==> config.mk <==
export PLATFORM = sky130hd
export DESIGN_NAME = regfile_write_ctrl
export DESIGN_NICKNAME = d
export VERILOG_FILES = /design/src/rtl/regfile_pkg.sv /design/src/rtl/rr_arb2.sv /design/src/rtl/regfile_write_ctrl.sv
export SDC_FILE = /design/constraint.sdc
export NUM_CORES = 1
export LEC_CHECK = 0
export BUFFER_PORTS_ARGS = -buffer_cell sky130_fd_sc_hd__buf_4
export CAP_MARGIN = 0
export CELL_PAD_IN_SITES_DETAIL_PLACEMENT = 0
export CELL_PAD_IN_SITES_GLOBAL_PLACEMENT = 1
export CORE_UTILIZATION = 35
export CTS_CLUSTER_DIAMETER = 100
export CTS_CLUSTER_SIZE = 14
export DETAILED_ROUTE_END_ITERATION = 12
export PLACE_DENSITY = 0.77
export SYNTH_ARGS = -nofsm -noshare
export SYNTH_HDL_FRONTEND = slang
export SYNTH_SLANG_ARGS = --single-unit
==> constraint.sdc <==
create_clock -name clk -period 2.1 [get_ports clk]
set_clock_uncertainty 0.2 [all_clocks]
set_input_delay 0.315 -clock clk [delete_from_list [all_inputs] [get_ports clk]]
set_output_delay 0.315 -clock clk [all_outputs]
set_load 0.05 [all_outputs]
==> src/rtl/regfile_pkg.sv <==
// Shared constants and FSM state type for the register-file write controller.
package regfile_pkg;
    localparam int NREGS   = 32;
    localparam int RADDR_W = 5;

    typedef enum logic {
        ST_CLEAR = 1'b0,
        ST_IDLE  = 1'b1
    } state_e;
endpackage

==> src/rtl/rr_arb2.sv <==
// Two-way round-robin arbiter: ptr names the requester favoured on a tie.
module rr_arb2 (
    input  logic [1:0] eligible,
    input  logic       ptr,
    output logic [1:0] grant
);
    always_comb begin
        grant = eligible;
        if (eligible == 2'b11) begin
            grant = ptr ? 2'b10 : 2'b01;
        end
    end
endmodule

==> src/rtl/regfile_write_ctrl.sv <==
// Register-file write controller: clears registers 1..31 after reset or clr,
// then serialises writes from two requesters with round-robin arbitration.
module regfile_write_ctrl
    import regfile_pkg::*;
#(
    parameter int n = 8
) (
    input  logic               clk,
    input  logic               nReset,
    input  logic               clr,
    input  logic               req0,
    input  logic               req1,
    input  logic [RADDR_W-1:0] addr0,
    input  logic [RADDR_W-1:0] addr1,
    input  logic [n-1:0]       data0,
    input  logic [n-1:0]       data1,
    output logic               gnt0,
    output logic               gnt1,
    output logic               busy,
    output logic               rf_w,
    output logic [RADDR_W-1:0] rf_waddr,
    output logic [n-1:0]       rf_wdata
);
    state_e             state_q, state_d;
    logic [RADDR_W-1:0] cnt_q, cnt_d;
    logic               ptr_q, ptr_d;
    logic               busy_q, busy_d;
    logic               rf_w_q, rf_w_d;
    logic               gnt0_q, gnt0_d;
    logic               gnt1_q, gnt1_d;
    logic [RADDR_W-1:0] waddr_q, waddr_d;
    logic [n-1:0]       wdata_q, wdata_d;

    logic [1:0]         eligible;
    logic [1:0]         grant;
    logic [RADDR_W-1:0] sel_addr;
    logic [n-1:0]       sel_data;

    // A requester just granted must drop out for one cycle so a held req
    // is not taken twice.
    assign eligible = {req1 & ~gnt1_q, req0 & ~gnt0_q};
    assign sel_addr = grant[1] ? addr1 : addr0;
    assign sel_data = grant[1] ? data1 : data0;

    rr_arb2 u_arb (
        .eligible (eligible),
        .ptr      (ptr_q),
        .grant    (grant)
    );

    always_comb begin
        state_d = state_q;
        cnt_d   = cnt_q;
        ptr_d   = ptr_q;
        busy_d  = busy_q;
        rf_w_d  = 1'b0;
        gnt0_d  = 1'b0;
        gnt1_d  = 1'b0;
        waddr_d = waddr_q;
        wdata_d = wdata_q;

        if (clr) begin
            state_d = ST_CLEAR;
            cnt_d   = RADDR_W'(1);
            busy_d  = 1'b1;
        end else begin
            case (state_q)
                ST_CLEAR: begin
                    // cnt wraps to zero after address 31 has been written.
                    if (cnt_q != '0) begin
                        rf_w_d  = 1'b1;
                        waddr_d = cnt_q;
                        wdata_d = '0;
                        cnt_d   = cnt_q + RADDR_W'(1);
                    end else begin
                        state_d = ST_IDLE;
                        busy_d  = 1'b0;
                    end
                end
                ST_IDLE: begin
                    if (|grant) begin
                        gnt0_d  = grant[0];
                        gnt1_d  = grant[1];
                        waddr_d = sel_addr;
                        wdata_d = sel_data;
                        rf_w_d  = (sel_addr != '0);
                        ptr_d   = grant[0];
                    end
                end
                default: state_d = ST_CLEAR;
            endcase
        end
    end

    always_ff @(posedge clk or negedge nReset) begin
        if (!nReset) begin
            state_q <= ST_CLEAR;
            cnt_q   <= RADDR_W'(1);
            ptr_q   <= 1'b0;
            busy_q  <= 1'b1;
            rf_w_q  <= 1'b0;
            gnt0_q  <= 1'b0;
            gnt1_q  <= 1'b0;
            waddr_q <= '0;
            wdata_q <= '0;
        end else begin
            state_q <= state_d;
            cnt_q   <= cnt_d;
            ptr_q   <= ptr_d;
            busy_q  <= busy_d;
            rf_w_q  <= rf_w_d;
            gnt0_q  <= gnt0_d;
            gnt1_q  <= gnt1_d;
            waddr_q <= waddr_d;
            wdata_q <= wdata_d;
        end
    end

    assign gnt0     = gnt0_q;
    assign gnt1     = gnt1_q;
    assign busy     = busy_q;
    assign rf_w     = rf_w_q;
    assign rf_waddr = waddr_q;
    assign rf_wdata = wdata_q;
endmodule

==> results of run 1 <==
[worst min-delay path by stage]
stage | from | slack [ns] | to
2_1_floorplan | nReset | -0.18 | cnt_q[1]
3_3_place_gp | nReset | 0.03 | cnt_q[3]
3_5_place_dp | nReset | 0.03 | ptr_q
4_1_cts | clr | 0.02 | cnt_q[3]
5_1_grt | clr | 0.02 | cnt_q[3]
6_report | clr | 0.03 | cnt_q[3]
[where the power goes]
| group | total, mW | switching [mW] | internal (mW) |
|---|---|---|---|
| Clock | 0.211 | 0.136 | 0.0742 |
| Sequential | 0.731 | 0.115 | 0.616 |
| Combinational | 1.11 | 0.700 | 0.414 |
[cells by family after synthesis]
logic type | Yosys count | share of synthesized area
AOI/OAI and AO/OA | 35 | 0.2094
xor gates and xnor gates | 3 | 0.02094
adders and majority gates | 2 | 0.01994
buffers and inverters | 15 | 0.06380
DFF | 24 | 0.4806
muxes | 10 | 0.08375
and+or+nand+nor | 26 | 0.1216
[layer usage]
layer,track usage,up-vias,part of all wire
li1,-,516,-
met1,0.2413,506,0.46
met2,0.3026,21,0.48
met3,0.02484,4,0.038
met4,0.07619,0,0.018
met5,0,-,0
[cell usage after synthesis (2+ instances only)]
master and instances:
dfstp_2 2, dfrtp_1 22, clkbuf_1 2, a21oi_1 6
nor2_1 8, nand2b_1 5, xnor2_1 2, ha_1 2
o21ai_0 4, a21oi_2 2, o31ai_1 5, nor4_1 2
o2bb2ai_1 13, nand2_1 3, o211ai_1 2, mux2i_1 9
inv_1 9, nand3_1 2, buf_6 3
[worst reg2reg max path, cell delays in order, from the launching register on]
cell     delay [ns]
dfstp_2        0.60
inv_1          0.06
ha_1           0.19
nor3b_1        0.15
a21oi_1        0.15
buf_4          0.16
a21oi_1        0.07
a31o_2         0.21
[through the flow]
stage	hold WS (ns)	util	total power [mW]	setup WS (ns)	cell area [um2]
final	0.02770	0.5024	2.055	0.2340	1703
after global routing	0.01596	0.5024	2.191	0.1031	1703
after CTS	0.01745	0.5017	2.073	0.06650	1700
after detailed placement	0.03320	0.4910	1.853	0.09601	1664
after global placement	0.02810	0.4910	1.836	0.1992	1664
after floorplan	-0.1806	-	1.494	0.1675	1255
[cells in the final DEF, fill, tap and decap left out, types with 2 or more instances in the layout]
cell / count
inv_1: 9
dfstp_2: 2
buf_4: 53
nand2_1: 2
a21oi_2: 2
ha_1: 2
dfrtp_1: 22
a21oi_1: 6
o21ai_0: 4
clkbuf_4: 3
nor2_1: 8
o2bb2ai_1: 13
xnor2_1: 2
mux2i_1: 9
o211ai_1: 2
nand2b_1: 5
o31ai_1: 5
nand3_1: 2
nor4_1: 2
[cell type report]
| cell class | count | share of cell area |
|---|---|---|
| clock buffers | 4 | 0.01543 |
| inverters | 9 | 0.01984 |
| multi-input cells | 76 | 0.3373 |
| flip-flops and latches | 24 | 0.3542 |
| well taps | 46 | 0.03380 |
| repair buffers | 54 | 0.2395 |
[sequential cells by signal, summed over array words and instances (netlist names)]
| name | flops |
|---|---|
| busy | 1 |
| cnt_q | 5 |
| gnt0 | 1 |
| gnt1 | 1 |
| ptr_q | 1 |
| rf_w | 1 |
| rf_waddr | 5 |
| rf_wdata | 8 |
| state_q | 1 |
[timing repair]
| item | 4_1_cts | 5_1_grt |
|---|---|---|
| endpoints found under the hold margin | 24 | 0 |
| hold buffers | 1 | 0 |
| endpoints found under the setup margin | 0 | 14 |
| gates resized for setup | 0 | 1 |
==> metrics.cfg, run 1 <==
[status]
outcome = finished clean

[global_route]
overflow = 0
first_global_vias = 1055
grt_first_pass_wirelength_um = 5043
grt_antenna_before_repair = 0
grt_max_degree = 25
groute.usage.overall = 0.1831

[sta]
timing.slew.headroom = 0.8000
fmax_mhz = 535.9
worst_pin_slew_ns = 0.2993
tns_ns = 0
setup_viol = 0
finalMaxSlewViolations = 0
fin_crit_ns = 1.866
final_min_period_over_clock_period = 0.8886
finalHoldViolCount = 0
rsz0062_at_grt = false

[setup_path]
reg2reg_slack_ns = 0.23
r2r-start = cnt_q[0]
rr_worst_depth = 7
r2r_end = cnt_q[2]
crit_fanout = 5
cp_common_cell = a21oi_1
cp-start-kind = flop
path_buf_inv = 2
crit_path_max_incr_delay_ns = 0.60
path_depth = 7
slowest_stage = dfstp_2
path_class = flop to flop
endpoint_kind = flop
cp_data_arrival_time_ns = 1.88
crit_end = cnt_q[2]
critPathTopFamily = flip-flops
worstPathCellList = inv_1 -> ha_1 -> nor3b_1 -> a21oi_1 -> buf_4 -> a21oi_1 -> a31o_2
worstPathRequired_ns = 2.12
worstSetupStartpoint = cnt_q[0]

[synthesis]
synthTopCellsByArea = dfrtp_1 44%, o2bb2ai_1 9.1%, mux2i_1 7.2%
async_flop_share = 1.000
seq_area_frac_synth = 0.4806
yosys.area.top_type = dfrtp_1
synthesis.nets = 148
synth_edf_count = 0
ys_types = 31
yosys_register_bits = 24
yosysTopAreaCellShare = 0.4387
ys_warn_count = 0
synth_area_um2 = 1255
synth_cells = 115
synthFlopType = dfrtp_1
syn_area_per_cell_um2 = 10.91

[floorplanning]
die_x_um = 61.88
io_pins = 48
num_rows = 21
die_area_um2 = 3829
start_util = 0.3702
coreArea_um2 = 3390
die_h_um = 61.88

[placed_design]
dp_hpwl_um = 2346
io_buffers = 47
place_congestion = 0.7440
dp.cells = 208

[detailed_routing]
via_count = 1047
ant_nets = 0
wl_um = 3010
via_per_inst = 4.915
drt_iter0_drc = 21
dr.pass1.iters = 4
drc = 0
detail_route.wl_per_cell_um = 14.13

[clocking]
cts_root_buf = clkbuf_4
clockBufferDepth = 2
cts_made_buffers = 3
clk-insertion-delay-late_ns = 0.31
clkTransAtPathRegs_ns = 0.12
cts.htree.levels = 1
clkSinkCount = 24
post_cts_buffers = 0
cts_tree = built

[cells_and_area]
nFillCells = 338
multi_input_area_um2 = 574.3
num_antenna_cells = 0
regArea_um2 = 603.1
layout-drive-gt1-share = 0.3952
area_delta_synth_final_pct = 35.69
layout.nets = 201
final_cells = 213

[job]
drv_cap = 0

[hold_path]
worstHoldPathType = input pin to flop
hold_depth = 2

[power]
pwr_density_cell_nw_per_um2 = 1207
ir_worst_vdd_uv = 750.1
leakage_nw = 0.8446

Power figures use the tool's default switching activity.
==> run 2, diff against run 1 <==
PLACE_DENSITY = 0.75   (was 0.77)
SYNTH_HIERARCHICAL = 1   (was not set)
==> run 2 against run 1 <==
Against the previous run:
- largest cell class is now multi-input gates
- final cell count rose by 7.0%
- sequential share of layout area fell by 5.5 points
- synthesized area rose by 7.2%
- combinational power rose by 41%
- synthesized cell count rose by 1.7%
- largest power group unchanged
==> metrics.cfg, run 2 <==
[status]
outcome = finished clean  ; unchanged

[setup_path]
endpoint_kind = flop  ; unchanged
worstPathRequired_ns = 2.05  ; was 2.12 ns
worstSetupStartpoint = cnt_q[0]  ; unchanged
crit_fanout = 7  ; was 5
reg2reg_slack_ns = 0.05  ; was 0.23 ns
r2r_end = rf_waddr[1]  ; was cnt_q[2]
r2r-start = cnt_q[0]  ; unchanged
path_class = flop to flop  ; unchanged
cp_data_arrival_time_ns = 2.00  ; was 1.88 ns
cp-start-kind = flop  ; unchanged
rr_worst_depth = 6  ; was 7
crit_end = rf_waddr[1]  ; was cnt_q[2]

[hold_path]
worstHoldPathType = input pin to flop  ; unchanged

[floorplanning]
coreArea_um2 = 3661  ; was 3390 um2
die_h_um = 63.99  ; was 61.88 um
die_x_um = 63.99  ; was 61.88 um
die_area_um2 = 4095  ; was 3829 um2
start_util = 0.3674  ; was 0.3702
io_pins = 48  ; unchanged
num_rows = 22  ; was 21

[sta]
finalHoldViolCount = 0  ; unchanged
timing.slew.headroom = 0.7370  ; was 0.8000
rsz0062_at_grt = true  ; was false
finalMaxSlewViolations = 0  ; unchanged
fin_crit_ns = 2.045  ; was 1.866 ns
setup_viol = 0  ; unchanged
worst_pin_slew_ns = 0.3944  ; was 0.2993 ns
hold_ws_ns = 0.1203  ; was 0.02770 ns
tns_ns = 0  ; unchanged
final_min_period_over_clock_period = 0.9740  ; was 0.8886
fmax_mhz = 488.9  ; was 535.9 MHz

[global_route]
groute.usage.overall = 0.1692  ; was 0.1831
grt_antenna_before_repair = 0  ; unchanged
grt_max_degree = 25  ; unchanged
grt_first_pass_wirelength_um = 5354  ; was 5043 um
met1_usage = 0.2061  ; was 0.2413
grt_use_met2 = 0.3045  ; was 0.3026
overflow = 0  ; unchanged
top_usage_layer = met2  ; unchanged
globalRouteMet3Util = 0.03750  ; was 0.02484
first_global_vias = 1142  ; was 1055

[synthesis]
synthesis.nets = 150  ; was 148
synth_edf_count = 0  ; unchanged
async_flop_share = 1.000  ; unchanged
ys_warn_count = 6  ; was 0
yosys.area.top_type = dfrtp_1  ; unchanged
synth_common_cells = 22 x dfrtp_1, 15 x mux2i_1, 12 x nor2_1  ; was 22 x dfrtp_1, 13 x o2bb2ai_1, 9 x inv_1, 9 x mux2i_1, 8 x nor2_1
yosys_register_bits = 24  ; unchanged
synthFlopType = dfrtp_1  ; unchanged
yosysTopAreaCellShare = 0.4093  ; was 0.4387
synth_cells = 117  ; was 115
synthTopCellsByArea = dfrtp_1 41%, mux2i_1 11%, mux2_4 10%  ; was dfrtp_1 44%, o2bb2ai_1 9.1%, mux2i_1 7.2%
syn_area_per_cell_um2 = 11.50  ; was 10.91 um2
synth_area_um2 = 1345  ; was 1255 um2
seq_area_frac_synth = 0.4484  ; was 0.4806
ys_types = 29  ; was 31
yosysMostFrequentCell = dfrtp_1  ; unchanged

[power]
pwr_density_cell_nw_per_um2 = 1279  ; was 1207 nW/um2
p_total_mw = 2.588  ; was 2.055 mW
ir_worst_vdd_uv = 604.0  ; was 750.1 uV
leakage_nw = 1.023  ; was 0.8446 nW

[job]
drv_cap = 0  ; unchanged

[cells_and_area]
layout.nets = 214  ; was 201
final_cells = 228  ; was 213
final_common_cell = buf_4  ; unchanged
largest_register_ffs = 8  ; unchanged
mostFrequentLayoutCells = 58 x buf_4, 20 x dfrtp_1, 14 x mux2i_1  ; was 53 x buf_4, 22 x dfrtp_1, 13 x o2bb2ai_1
layout-drive-gt1-share = 0.5389  ; was 0.3952
area_delta_synth_final_pct = 50.42  ; was 35.69%
num_antenna_cells = 0  ; unchanged

[detailed_routing]
drt_iter0_drc = 27  ; was 21
dr.pass1.iters = 4  ; unchanged
via_per_inst = 4.789  ; was 4.915
ant_nets = 0  ; unchanged
wl_um = 3206  ; was 3010 um
drc = 0  ; unchanged
detail_route.wl_per_cell_um = 14.06  ; was 14.13 um
via_count = 1092  ; was 1047

[clocking]
clkTransAtPathRegs_ns = 0.08  ; was 0.12 ns
cts.htree.levels = 1  ; unchanged
cts_root_buf = clkbuf_8  ; was clkbuf_4
cts_made_buffers = 3  ; unchanged
cts_tree = built  ; unchanged
clkSinkCount = 24  ; unchanged
clk-insertion-delay-late_ns = 0.26  ; was 0.31 ns
clockBufferDepth = 2  ; unchanged

[placed_design]
dp_hpwl_um = 2174  ; was 2346 um
place_congestion = 0.7411  ; was 0.7440
dp.cells = 211  ; was 208
io_buffers = 47  ; unchanged

-- run 2: cell count changes after synthesis, sizes merged, moves of 4 or more --
cell     change
o31ai        -5
o2bb2ai     -13
mux2i        +6
nor2b       +10
o21ai        -4
nand2b       -4
inv          -4
nor2         +5
mux2        +12
-- run 2: what timing repair did --
action                                  in CTS  in global routing
hold buffers                                 1                  0
gates resized for setup                     13                  8
setup buffers                               13                  0
hold endpoints to repair                    22                  0
pin swaps                                    2                  2
gates cloned                                 1                  0
endpoints found under the setup margin       4                 14
-- run 2: worst max-delay path, stage by stage (launching register included) --
cell      delay (ns)
dfstp_2         0.55
inv_2           0.06
ha_4            0.15
nor3b_4         0.15
a221oi_4        0.32
buf_6           0.20
mux2_4          0.31
-- run 2: worst min-delay path by stage --
stage / cells past startpoint / end / start / slack (ns)
2_1_floorplan: 0 / cnt_q[1] / nReset / -0.18
3_3_place_gp: 1 / rf_wdata[1] / nReset / 0.03
3_5_place_dp: 1 / rf_wdata[3] / nReset / 0.03
4_1_cts: 2 / cnt_q[4] / clr / 0.11
5_1_grt: 2 / cnt_q[4] / clr / 0.12
6_report: 2 / cnt_q[4] / clr / 0.12
-- run 2: routing by layer --
layer  vias to the layer above  wire length, um  part of all wire
li1                        533                -                 -
met5                         -                0                 0
met4                         0               14            0.0044
met2                        33             1664              0.52
met1                       524             1369              0.43
met3                         2              158             0.049
-- run 2: layout make-up --
cell class / instances / area (um2)
clock buffers: 4 / 45.04
fillers: 323 / 1638
inverters: 5 / 18.77
multi-input cells: 82 / 772.0
flip-flops and latches: 24 / 605.6
well taps: 48 / 60.06
repair buffers: 65 / 521.8
-- run 2: power breakdown --
group          total [mW]  switching (mW)  leakage [nW]  internal [mW]
Combinational        1.57           0.838         0.692          0.730
Sequential          0.739           0.116         0.309          0.622
Clock               0.282           0.146        0.0228          0.135
Total                2.59            1.10          1.02           1.49
-- run 2: cell families (layout without fill, tap and decap cells) --
kind of cell,after synthesis,after routing,share of synthesized area
adders and majority gates,2,2,0.01860
muxes,28,28,0.2456
AOI/OAI and AO/OA,14,14,0.08187
xor gates and xnor gates,2,2,0.01303
buffers and inverters,11,74,0.04093
and+or+nand+nor,36,36,0.1516
DFF,24,24,0.4484
-- run 2: per-stage QoR --
step           instance area (um2)  setup slack (ns)  utilization
2_1_floorplan                 1371          -0.09456            -
3_3_place_gp                  1804           0.04927       0.4928
3_5_place_dp                  1804          0.008267       0.4928
4_1_cts                       2039         -0.003713       0.5571
5_1_grt                       2023         -0.006879       0.5526
6_report                      2023           0.05464       0.5526
==> run 3, diff against run 2 <==
RECOVER_POWER = 100   (was not set)
==> run 3 against run 2 <==
Against the previous run:
- core utilization down 1.8 points
- first-iteration DRC count fell by 11%
- via count rose by 1.3%
- register-to-register slack barely moved
- sequential cell count stayed put
- die area unchanged
- critical path depth is the same
- sequential power hardly changed
- hold slack about the same
- power decreased by 3.5%
- critical endpoint unchanged
- largest power group unchanged
==> metrics.cfg, run 3 (synthesis gave the netlist of run 2 again) <==
[cells_and_area]
area_delta_synth_final_pct = 45.49  ; was 50.42%
regArea_um2 = 605.6  ; unchanged
num_antenna_cells = 0  ; unchanged
final_cell_area_um2 = 1957  ; was 2023 um2
final_common_cell = buf_4  ; unchanged
final_cells = 228  ; unchanged
mostFrequentLayoutCells = 40 x buf_4, 20 x dfrtp_1, 18 x clkbuf_1  ; was 58 x buf_4, 20 x dfrtp_1, 14 x mux2i_1
multi_input_area_um2 = 772.0  ; unchanged
layout.nets = 214  ; unchanged
nFillCells = 340  ; was 323
layout-drive-gt1-share = 0.4444  ; was 0.5389
largest_register_ffs = 8  ; unchanged

[global_route]
grt_max_degree = 25  ; unchanged
grt_first_pass_wirelength_um = 5354  ; unchanged
overflow = 0  ; unchanged
first_global_vias = 1142  ; unchanged
grt_antenna_before_repair = 0  ; unchanged
groute.usage.overall = 0.1692  ; unchanged

[placed_design]
postPlaceCellArea_um2 = 1804  ; unchanged
place_congestion = 0.7411  ; unchanged
dp_hpwl_um = 2174  ; unchanged
dp.cells = 211  ; unchanged
dp_slack_ns = 0.008267  ; unchanged
io_buffers = 47  ; unchanged

[floorplanning]
die_h_um = 63.99  ; unchanged
coreArea_um2 = 3661  ; unchanged
num_rows = 22  ; unchanged
io_pins = 48  ; unchanged
die_x_um = 63.99  ; unchanged
start_util = 0.3674  ; unchanged
die_area_um2 = 4095  ; unchanged

[setup_path]
worstPathCellList = inv_2 -> ha_4 -> nor3b_4 -> a221oi_4 -> buf_6 -> mux2_4  ; unchanged
crit_path_max_incr_delay_ns = 0.55  ; about the same
r2r-start = cnt_q[0]  ; unchanged
endpoint_kind = flop  ; unchanged
critPathTopFamily = flip-flops  ; unchanged
r2r_end = rf_waddr[1]  ; unchanged
worstPathRequired_ns = 2.05  ; about the same
path_class = flop to flop  ; unchanged
worstSetupStartpoint = cnt_q[0]  ; unchanged
reg2reg_slack_ns = 0.05  ; about the same
cp_data_arrival_time_ns = 2.00  ; about the same
cp-start-kind = flop  ; unchanged
rr_worst_depth = 6  ; unchanged
crit_fanout = 7  ; unchanged
path_buf_inv = 2  ; unchanged
slowest_stage = dfstp_2  ; unchanged

[sta]
final_min_period_over_clock_period = 0.9743  ; was 0.9740
setup_viol = 0  ; unchanged
finalHoldViolCount = 0  ; unchanged
finalMaxSlewViolations = 0  ; unchanged
rsz0062_at_grt = true  ; unchanged
worst_pin_slew_ns = 0.6139  ; was 0.3944 ns
fin_crit_ns = 2.046  ; was 2.045 ns
fmax_mhz = 488.7  ; was 488.9 MHz
hold_ws_ns = 0.1200  ; was 0.1203 ns
fin_ws_ns = 0.05391  ; was 0.05464 ns
timing.slew.headroom = 0.5925  ; was 0.7370

[detailed_routing]
via_count = 1106  ; was 1092
via_per_inst = 4.851  ; was 4.789
drt_iter0_drc = 24  ; was 27
wl_um = 3246  ; was 3206 um
ant_nets = 0  ; unchanged
detail_route.wl_per_cell_um = 14.24  ; was 14.06 um
dr.pass1.iters = 4  ; unchanged
drc = 0  ; unchanged

[clocking]
clkSinkCount = 24  ; unchanged
clk-insertion-delay-late_ns = 0.26  ; about the same
clkTransAtPathRegs_ns = 0.08  ; about the same
cts_tree = built  ; unchanged
clockBufferDepth = 2  ; unchanged
cts.htree.levels = 1  ; unchanged
cts_made_buffers = 3  ; unchanged
cts_root_buf = clkbuf_8  ; unchanged

[hold_path]
hold_start = clr  ; unchanged
worstHoldPathType = input pin to flop  ; unchanged
hold_depth = 2  ; unchanged
whs_endpoint = cnt_q[4]  ; unchanged

[status]
outcome = finished clean  ; unchanged

[power]
ir_worst_vdd_uv = 602.7  ; was 604.0 uV
pwr_density_cell_nw_per_um2 = 1276  ; was 1279 nW/um2
leakage_nw = 0.9547  ; was 1.023 nW
p_total_mw = 2.497  ; was 2.588 mW

[job]
drv_cap = 0  ; unchanged

==> run 3: changes by cell type in the layout (fill, tap and decap cells not counted) <==
cell,previous run,this run
buf_4,58,40
clkbuf_2,0,1
clkbuf_1,1,18
==> run 3: metal layers <==
metal  up-vias  GRT usage  routed length (um)
met5         -          0                   0
met4         0    0.03125                  14
met3         2    0.03750                 169
met2        34     0.3045                1662
met1       535     0.2061                1400
li1        535          -                   -
==> run 3: repair_timing <==
| item | CTS | global route |
|---|---|---|
| endpoints found under the setup margin | 4 | 14 |
| pin swaps | 2 | 2 |
| buffers inserted | 13 | 0 |
| gates cloned | 1 | 0 |
| gates resized for setup | 13 | 8 |
| hold endpoints to repair | 22 | 0 |
| hold buffers | 1 | 0 |
==> run 3: final cells by class <==
cell class / instances / share of cell area
Tap cell: 48 / 0.03069
Sequential cell: 24 / 0.3095
Timing Repair Buffer: 65 / 0.2327
Multi-Input combinational cell: 82 / 0.3945
Inverter: 5 / 0.009591
Clock buffer: 4 / 0.02302
==> run 3: stage by stage <==
| step | utilization | TNS (ns) |
|---|---|---|
| finish | 0.5345 | 0 |
| global placement | 0.4928 | 0 |
| global route | 0.5345 | -0.01301 |
| detailed placement | 0.4928 | 0 |
| CTS | 0.5571 | -0.007998 |
| floorplan | - | -0.8970 |
==> run 3: where the power goes <==
group          total, mW  internal (mW)  switching [mW]
logic               1.48          0.637           0.842
registers          0.737          0.622           0.115
clock network      0.281          0.135           0.146
total               2.50           1.39            1.10
==> run 3: worst max-delay path by stage <==
| stage | endpoint | cells after the start |
|---|---|---|
| final | rf_waddr[1] | 6 |
| after global routing | cnt_q[0] | 12 |
| after CTS | rf_wdata[1] | 7 |
| after detailed placement | rf_waddr[1] | 7 |
| after global placement | rf_waddr[1] | 6 |
| after floorplan | rf_waddr[3] | 7 |
